==> src/rtl/seg_scan_ctrl.sv <==
// Four-digit multiplexed 7-segment scanner: SCAN_DIV-cycle SHOW slot per digit, then a 1-cycle dark GAP.
// Outputs are registered (one edge behind inputs); digit writes are accepted only in IDLE/GAP.
module seg_scan_ctrl #(
    parameter int SCAN_DIV = 4
) (
    input  logic       CLK,
    input  logic       rst,
    input  logic       en,
    input  logic       wr_valid,
    input  logic [1:0] wr_idx,
    input  logic [3:0] wr_data,
    output logic       wr_ready,
    input  logic [3:0] blank_mask,
    output logic [3:0] seg_data,
    output logic [3:0] dig_sel,
    output logic       frame_done
);

    typedef enum logic [1:0] {IDLE, SHOW, GAP} state_t;

    localparam logic [7:0] LAST_CNT = 8'(SCAN_DIV - 1);

    state_t     state;
    logic [1:0] idx;
    logic [1:0] idx_nxt;
    logic [7:0] slot_cnt;
    logic [3:0] d      [4];
    logic [3:0] d_next [4];
    logic       wr_acc;

    assign wr_acc  = wr_valid & wr_ready;
    assign idx_nxt = idx + 2'd1;

    // Slot entry reads d_next so a write accepted on the entry edge lands immediately.
    always_comb begin
        for (int i = 0; i < 4; i++) d_next[i] = d[i];
        if (wr_acc) d_next[wr_idx] = wr_data;
    end

    always_ff @(posedge CLK) begin
        if (rst) begin
            state      <= IDLE;
            idx        <= 2'd0;
            slot_cnt   <= 8'd0;
            dig_sel    <= 4'b0000;
            seg_data   <= 4'd0;
            frame_done <= 1'b0;
            wr_ready   <= 1'b1;
            for (int i = 0; i < 4; i++) d[i] <= 4'd0;
        end else begin
            for (int i = 0; i < 4; i++) d[i] <= d_next[i];
            if (!en) begin
                state      <= IDLE;
                idx        <= 2'd0;
                slot_cnt   <= 8'd0;
                dig_sel    <= 4'b0000;
                seg_data   <= 4'd0;
                frame_done <= 1'b0;
                wr_ready   <= 1'b1;
            end else begin
                case (state)
                    IDLE: begin
                        state      <= SHOW;
                        idx        <= 2'd0;
                        slot_cnt   <= 8'd0;
                        seg_data   <= d_next[0];
                        dig_sel    <= blank_mask[0] ? 4'b0000 : 4'b0001;
                        frame_done <= 1'b0;
                        wr_ready   <= 1'b0;
                    end
                    SHOW: begin
                        if (slot_cnt == LAST_CNT) begin
                            state      <= GAP;
                            dig_sel    <= 4'b0000;
                            seg_data   <= 4'd0;
                            frame_done <= (idx == 2'd3);
                            wr_ready   <= 1'b1;
                        end else begin
                            slot_cnt <= slot_cnt + 8'd1;
                            seg_data <= d[idx];
                            dig_sel  <= blank_mask[idx] ? 4'b0000 : (4'b0001 << idx);
                        end
                    end
                    GAP: begin
                        state      <= SHOW;
                        idx        <= idx_nxt;
                        slot_cnt   <= 8'd0;
                        seg_data   <= d_next[idx_nxt];
                        dig_sel    <= blank_mask[idx_nxt] ? 4'b0000 : (4'b0001 << idx_nxt);
                        frame_done <= 1'b0;
                        wr_ready   <= 1'b0;
                    end
                    default: state <= IDLE;
                endcase
            end
        end
    end

endmodule

==> config.mk <==
export PLATFORM = sky130hd
export DESIGN_NAME = seg_scan_ctrl
export DESIGN_NICKNAME = d
export VERILOG_FILES = /design/src/rtl/seg_scan_ctrl.sv
export SDC_FILE = /design/constraint.sdc
export NUM_CORES = 1
export LEC_CHECK = 0
export ABC_AREA = 1
export BUFFER_PORTS_ARGS = -buffer_cell sky130_fd_sc_hd__buf_2
export CORE_MARGIN = 5
export CORE_UTILIZATION = 61
export CTS_BUF_LIST = sky130_fd_sc_hd__clkbuf_4
export DETAILED_ROUTE_END_ITERATION = 16
export GPL_TIMING_DRIVEN = 0
export PLACE_DENSITY = 0.82
export SYNTH_ARGS = -nofsm -noshare
export SYNTH_HDL_FRONTEND = slang
export SYNTH_SLANG_ARGS = --single-unit
==> constraint.sdc <==
create_clock -name CLK -period 2.3 [get_ports CLK]
set_input_delay 0.115 -clock CLK [delete_from_list [all_inputs] [get_ports CLK]]
set_output_delay 0.115 -clock CLK [all_outputs]
set_load 0.02 [all_outputs]
==> results.py, run 1 <==
metrics = {
    "run_status": {
        "status": "complete, no violations",
    },
    "min_path": {
        "hp-start": "rst",
        "min_path_cells": 2,
        "min_path_type": "input pin to flop",
        "holdPathEnd": "d[1][3]",
    },
    "synthesis": {
        "synth-main-ff-cell": "dfxtp_1",
        "ys_warn_count": 0,
        "yosys.area.top_type_share": 0.338,
        "netlist_instances": 366,
        "yosys-top-cells-area": "dfxtp_1 (34%), nand2_1 (17%), nand3_1 (9.9%), a21oi_1 (7.4%), inv_1 (6.2%)",
        "synth_top_cell_by_area": "dfxtp_1",
        "synth_common_cells": "nand2_1 (109), nand3_1 (47), dfxtp_1 (40)",
        "synth_edf_count": 0,
        "synth.most_common_cell": "nand2_1",
        "syn_avg_cell_area_um2": 6.48,
        "yosysSeqAreaShare": 0.338,
        "synth.ff_latch_count": 40,
        "synth-async-reset-ratio": 0,
        "syn_nets": 389,
        "synthDistinctLibCells": 28,
        "synth_area_mm2": 0.00237,
    },
    "clock_network": {
        "cts_tree": "built",
        "cts_buffers": 5,
        "clock-sinks": 40,
        "htreeDepth": 2,
        "worstSkewPairLatency_ns": 0.37,
        "post_cts_resized": 0,
        "clkTransAtPathRegs_ns": 0.13,
        "cts_setup_buffers": 0,
        "cts_buffer_depth": 2,
        "cts-root-buf": "clkbuf_4",
        "cts_hold_buf": 0,
    },
    "power": {
        "pwr-share-clk": 0.338,
        "vdd_drop_max_v": 0.000274,
        "switching_share": 0.291,
        "p_switching_w": 0.000414,
        "seq_power_share": 0.512,
        "p_comb_frac": 0.150,
        "power.leakage_nw": 1.24,
        "p_int_w": 0.00101,
        "p_per_area_mw_per_mm2": 545,
    },
    "place": {
        "placed_area_mm2": 0.00254,
        "dpl.cell_count": 435,
        "gp_congestion": 0.914,
        "hpwlAfterDp_mm": 4.28,
        "portBuffers": 21,
    },
    "routing": {
        "first_pass_iters": 4,
        "vias_per_cell": 5.38,
        "vias": 2384,
        "drt-initial-drc-count": 280,
        "wl_mm": 5.66,
        "drtAntennaViolNets": 0,
        "wire_per_inst_um": 12.8,
        "drc": 0,
    },
    "cells_and_area": {
        "antenna_cells": 0,
        "drive_gt1_frac": 0.129,
        "nNetsFinal": 417,
        "final_cell_area_mm2": 0.00262,
        "fillers": 345,
        "fin_util": 0.704,
        "instances_no_fill": 443,
        "areaGrowthSynthToFinish_pct": 10.3,
    },
    "timing": {
        "whs_ns": 0.0782,
        "tns_ns": 0,
        "worst_pin_slew_ns": 0.621,
        "min_period_over_period": 0.812,
        "slew_headroom": 0.585,
        "hold_viol_final": 0,
        "drv_slew": 0,
        "setup_viol": 0,
        "skew_ns": 0.00925,
        "fmax_mhz": 535,
        "rsz0062_at_grt": "no",
        "fin_crit_ns": 1.87,
    },
    "worst_setup_path": {
        "crit_path_start_kind": "flop",
        "worstRegToRegCells": 8,
        "cp.arrival_ns": 2.17,
        "r2r_start": "idx[0]",
        "crit_required_ns": 2.60,
        "rrSetupSlack_ns": 0.43,
        "max_stage_delay_ns": 0.45,
        "worstSetupPathType": "flop to flop",
        "critPathMaxFanout": 10,
        "reg2reg_to": "dig_sel[0]",
        "path_common_cell": "nand2_1",
        "slowest_stage": "dfxtp_1",
        "crit_path_end_kind": "flop",
        "path_cells": "inv_2, ha_1, o21ai_0, a2bb2oi_1, nand3_1, nand2_1, nand2_1, a21oi_1",
    },
    "floorplan": {
        "die_y_um": 72.3,
        "rows": 22,
        "fp.dieW_um": 72.3,
        "num_io_pins": 24,
        "start_util": 0.638,
        "dieArea_mm2": 0.00523,
        "core_mm2": 0.00372,
    },
    "flow_run": {
        "maxCapViolCount": 0,
    },
    "grt": {
        "grt_pass1_vias": 2097,
        "grt_use_total": 0.231,
        "grt_overflow": 0,
        "grt_pass1_wl_mm": 9.48,
        "grt_max_degree": 14,
        "grt_antenna_before_repair": 0,
    },
}
## cell usage in the layout (no fill, tap or decap), drive strengths merged, types with 4 or more instances in the layout
master / n
nand2: 111
nand3: 48
inv: 44
dfxtp: 40
a21oi: 35
nor2: 34
buf: 25
o21ai: 19
ha: 9
clkbuf: 9
xor2: 4
## worst max-delay path, delay by kind of cell (launching register included)
family	cells	cell delay, ns
adder cells (fa/ha/maj)	1	0.42
flip-flops	1	0.45
AND/OR/NAND/NOR	3	0.25
buffers and inverters	1	0.14
AO/OA/AOI/OAI	3	0.55
## layer usage
| layer | wire length, um | GRT usage | vias up |
|---|---|---|---|
| li1 | - | - | 1230 |
| met1 | 2680 | 0.311 | 1072 |
| met2 | 2490 | 0.362 | 77 |
| met3 | 411 | 0.0512 | 5 |
| met4 | 77 | 0.0793 | 0 |
| met5 | 0 | 0 | - |
## cells by family after synthesis
group                    count (synthesis)  synth area share
AND/OR/NAND/NOR                        200             0.371
AO/OA/AOI/OAI                           59             0.132
flip-flops                              40             0.338
adder cells (fa/ha/maj)                  9            0.0475
XOR/XNOR                                 4            0.0148
buffers and inverters                   54            0.0971
## state kept, by name (all words and copies together) (netlist names), named ones only
register / count
state: 2
frame_done: 1
wr_ready: 1
d: 16
idx: 2
dig_sel: 4
seg_data: 4
slot_cnt: 8
## power groups by stage
stage / Sequential, W / Combinational (W) / Clock, W
global placement: 0.000744 / 0.000208 / 0
CTS: 0.000729 / 0.000212 / 0.000490
floorplan: 0.000748 / 0.000151 / 0
finish: 0.000729 / 0.000214 / 0.000482
detailed placement: 0.000745 / 0.000211 / 0
global route: 0.000732 / 0.000243 / 0.000515
## layout make-up
| cell class | instances | area, um^2 | area share |
|---|---|---|---|
| clock inverters | 3 | 42.5 | 0.0163 |
| well taps | 48 | 60.1 | 0.0230 |
| plain buffers | 8 | 57.6 | 0.0220 |
| flip-flops and latches | 40 | 801 | 0.306 |
| clock buffers | 5 | 37.5 | 0.0143 |
| multi-input cells | 272 | 1340 | 0.512 |
| repair buffers | 21 | 105 | 0.0402 |
| inverters | 46 | 173 | 0.0660 |
## how the worst max path moves through the flow
stage	from	end	slack [ns]
2_1_floorplan	idx[0]	dig_sel[1]	0.73
3_3_place_gp	idx[0]	dig_sel[1]	0.48
3_5_place_dp	idx[0]	dig_sel[0]	0.47
4_1_cts	idx[0]	dig_sel[0]	0.44
5_1_grt	idx[0]	dig_sel[2]	0.25
6_report	idx[0]	dig_sel[0]	0.43
## metrics by stage
| stage | total power, W | setup slack [ns] |
|---|---|---|
| 6_report | 0.00143 | 0.432 |
| 5_1_grt | 0.00149 | 0.247 |
| 4_1_cts | 0.00143 | 0.436 |
| 3_5_place_dp | 0.000956 | 0.471 |
| 3_3_place_gp | 0.000952 | 0.481 |
| 2_1_floorplan | 0.000899 | 0.733 |
No activity file was read; power rests on OpenSTA's default activity.
==> run 2: changes to the inputs <==
Settings changed: ABC_AREA 1 to 0.
Clock period 2.3 ns to 1.8 ns, I/O delays scaled along.
==> run 2 against run 1 <==
Clock skew rose by 0.011 ns. Non-clock buffer count increased by 14. Synthesized area down 2.7%. Core utilization is 3.5 points higher. Largest power group unchanged. Highest routed layer unchanged.
==> results.py, run 2 <==
metrics = {
    "timing": {
        "fin_crit_ns": 1.73,
        "fmax_mhz": 578,
        "drv_slew": 0,
        "worst_pin_slew_ns": 0.492,
        "skew_ns": 0.0205,
        "setup_viol": 0,
        "hold_viol_final": 0,
        "min_period_over_period": 0.961,
        "slew_headroom": 0.672,
        "rsz0062_at_grt": "yes",
        "whs_ns": 0.0609,
    },
    "synthesis": {
        "synthDistinctLibCells": 52,
        "yosys.area.top_type_share": 0.347,
        "ys_warn_count": 0,
        "syn_avg_cell_area_um2": 9.27,
        "synth-async-reset-ratio": 0,
        "synth_top_family_by_area": "simple AND/OR/NAND/NOR gates",
        "synth.most_common_cell": "dfxtp_1",
        "synth_mux_area_frac": 0.157,
        "synthAdderAreaFrac": 0.0488,
        "synth_edf_count": 0,
        "synth.ff_latch_count": 40,
        "yosysSeqAreaShare": 0.347,
        "synth-main-ff-cell": "dfxtp_1",
        "synth_area_mm2": 0.00231,
        "syn_nets": 272,
        "synth_top_cell_by_area": "dfxtp_1",
        "yosys-top-cells-area": "dfxtp_1 (35%), mux2i_1 (6.9%), mux4_2 (5.9%), ha_1 (4.9%), nor2_1 (4.1%)",
        "synth-simple-area-share": 0.200,
        "synth_common_cells": "dfxtp_1 (40), nor2_1 (25), mux2i_1 (16)",
        "synthXorXnorAreaFrac": 0.0190,
        "netlist_instances": 249,
        "synth_compound_area_frac": 0.185,
    },
    "min_path": {
        "min_path_cells": 3,
        "hp-start": "wr_data[2]",
        "min_path_type": "input pin to flop",
        "holdPathEnd": "d[3][2]",
    },
    "power": {
        "switching_share": 0.258,
        "pwr-share-clk": 0.338,
        "p_int_w": 0.00127,
        "p_switching_w": 0.000441,
        "vdd_drop_max_v": 0.000493,
        "seq_power_share": 0.535,
        "p_comb_frac": 0.127,
        "p_per_area_mw_per_mm2": 633,
        "power.leakage_nw": 1.06,
    },
    "grt": {
        "grt_overflow": 0,
        "met3_usage": 0.0393,
        "grt_max_degree": 13,
        "grt_pass1_vias": 1910,
        "use_met2": 0.350,
        "global_route.usage.met1": 0.321,
        "grt_use_total": 0.229,
        "grt_antenna_before_repair": 0,
        "grt-busiest-layer": "met2",
        "grt_pass1_wl_mm": 9.24,
    },
    "clock_network": {
        "clock-sinks": 40,
        "cts_buffers": 5,
        "clkTransAtPathRegs_ns": 0.12,
        "worstSkewPairLatency_ns": 0.36,
        "cts_tree": "built",
        "cts-root-buf": "clkbuf_4",
        "htreeDepth": 2,
        "cts_buffer_depth": 2,
    },
    "worst_setup_path": {
        "critical_path_buf_inv_count": 0,
        "critPathMaxFanout": 6,
        "worstSetupPathType": "flop to flop",
        "rrSetupSlack_ns": 0.07,
        "r2r_start": "slot_cnt[0]",
        "worstRegToRegCells": 5,
        "cp-startpoint": "slot_cnt[0]",
        "path_cells": "ha_4, or4b_4, o31ai_4, or3_1, a21oi_1",
        "crit_path_end_kind": "flop",
        "crit_required_ns": 2.05,
        "critPathTopFamily": "simple AND/OR/NAND/NOR gates",
        "crit_path_start_kind": "flop",
        "reg2reg_to": "slot_cnt[7]",
        "max_stage_delay_ns": 0.54,
        "cp.arrival_ns": 1.98,
        "slowest_stage": "or4b_4",
    },
    "floorplan": {
        "die_y_um": 71.5,
        "core_mm2": 0.00366,
        "dieArea_mm2": 0.00511,
        "rows": 22,
        "fp.dieW_um": 71.5,
        "num_io_pins": 24,
        "start_util": 0.630,
    },
    "place": {
        "hpwlAfterDp_mm": 4.16,
        "portBuffers": 20,
        "gp_congestion": 0.871,
    },
    "routing": {
        "vias_per_cell": 6.44,
        "drc": 0,
        "wire_per_inst_um": 17.9,
        "first_pass_iters": 5,
        "wl_mm": 5.95,
        "vias": 2138,
        "drt-initial-drc-count": 253,
        "drtAntennaViolNets": 0,
    },
    "cells_and_area": {
        "largestRegisters": "d: 16 flops, slot_cnt: 8 flops",
        "fin_util": 0.739,
        "drive_gt1_frac": 0.275,
        "antenna_cells": 0,
        "areaGrowthSynthToFinish_pct": 17.2,
        "largest_register_ffs": 16,
        "final_common_cell": "dfxtp_1",
        "final_cell_mix": "dfxtp_1 (36), buf_2 (24), nor2_1 (21)",
        "top_register": "d",
        "nNetsFinal": 306,
    },
    "flow_run": {
        "maxCapViolCount": 0,
    },
    "run_status": {
        "status": "complete, no violations",
    },
}
-- run 2: layout make-up --
class,count,area [um^2]
Buffer,12,65.1
Clock buffer,5,37.5
Clock inverter,3,37.5
Fill cell,254,956
Inverter,8,30.0
Multi-Input combinational cell,185,1480
Sequential cell,40,811
Tap cell,48,60.1
Timing Repair Buffer,31,185
-- run 2: power groups by stage --
stage / Sequential [W] / Clock, W / Combinational [W]
6_report: 0.000916 / 0.000579 / 0.000217
2_1_floorplan: 0.000941 / 0 / 0.000132
3_5_place_dp: 0.000938 / 0 / 0.000196
4_1_cts: 0.000916 / 0.000590 / 0.000203
5_1_grt: 0.000918 / 0.000628 / 0.000233
3_3_place_gp: 0.000937 / 0 / 0.000192
-- run 2: through the flow --
step | instances | area [um^2] | power [W] | worst slack, ns | TNS [ns]
2_1_floorplan | 249 | 2320 | 0.00107 | 0.0117 | 0
3_3_place_gp | 317 | 2480 | 0.00113 | -0.272 | -1.72
3_5_place_dp | 317 | 2480 | 0.00113 | -0.305 | -2.27
4_1_cts | 327 | 2630 | 0.00171 | 0.00316 | 0
5_1_grt | 332 | 2710 | 0.00178 | -0.0145 | -0.0272
6_report | 332 | 2710 | 0.00171 | 0.0705 | 0
-- run 2: logic make-up (layout without fill, tap and decap cells) --
kind of cell / after synthesis / after routing
multiplexers: 28 / 28
flip-flops: 40 / 40
XOR/XNOR: 5 / 5
AND/OR/NAND/NOR: 86 / 86
AO/OA/AOI/OAI: 57 / 57
buffers and inverters: 24 / 59
adder cells (fa/ha/maj): 9 / 9
-- run 2: what timing repair did --
item                                    in CTS  in global routing
buffers inserted                             3                  7
pin swaps                                    2                  4
hold buffers                                 1                  0
resized for setup                           18                  9
endpoints found under the setup margin      23                 17
endpoints found under the hold margin        1                  0
gates cloned                                 0                  0
-- run 2: worst max-delay path by stage --
stage             endpoint  slack [ns]  cells after the start
5_1_grt        seg_data[3]       -0.01                      7
3_5_place_dp    frame_done       -0.30                      7
2_1_floorplan   dig_sel[0]        0.01                      8
4_1_cts        seg_data[2]       0.003                      5
3_3_place_gp    frame_done       -0.27                      7
6_report       slot_cnt[7]        0.07                      5
-- run 2: routing by layer --
layer | part of all wire | wire length, um
met4 | 0.035 | 209
met2 | 0.44 | 2610
met3 | 0.084 | 500
met1 | 0.44 | 2630
met5 | 0 | 0
-- run 2: worst register-to-register path: cells and delay by family (launching register included) --
kind,cells,cell delay [ns]
and+or+nand+nor,2,0.70
adders and majority gates,1,0.15
AOI/OAI and AO/OA,2,0.40
DFF,1,0.38
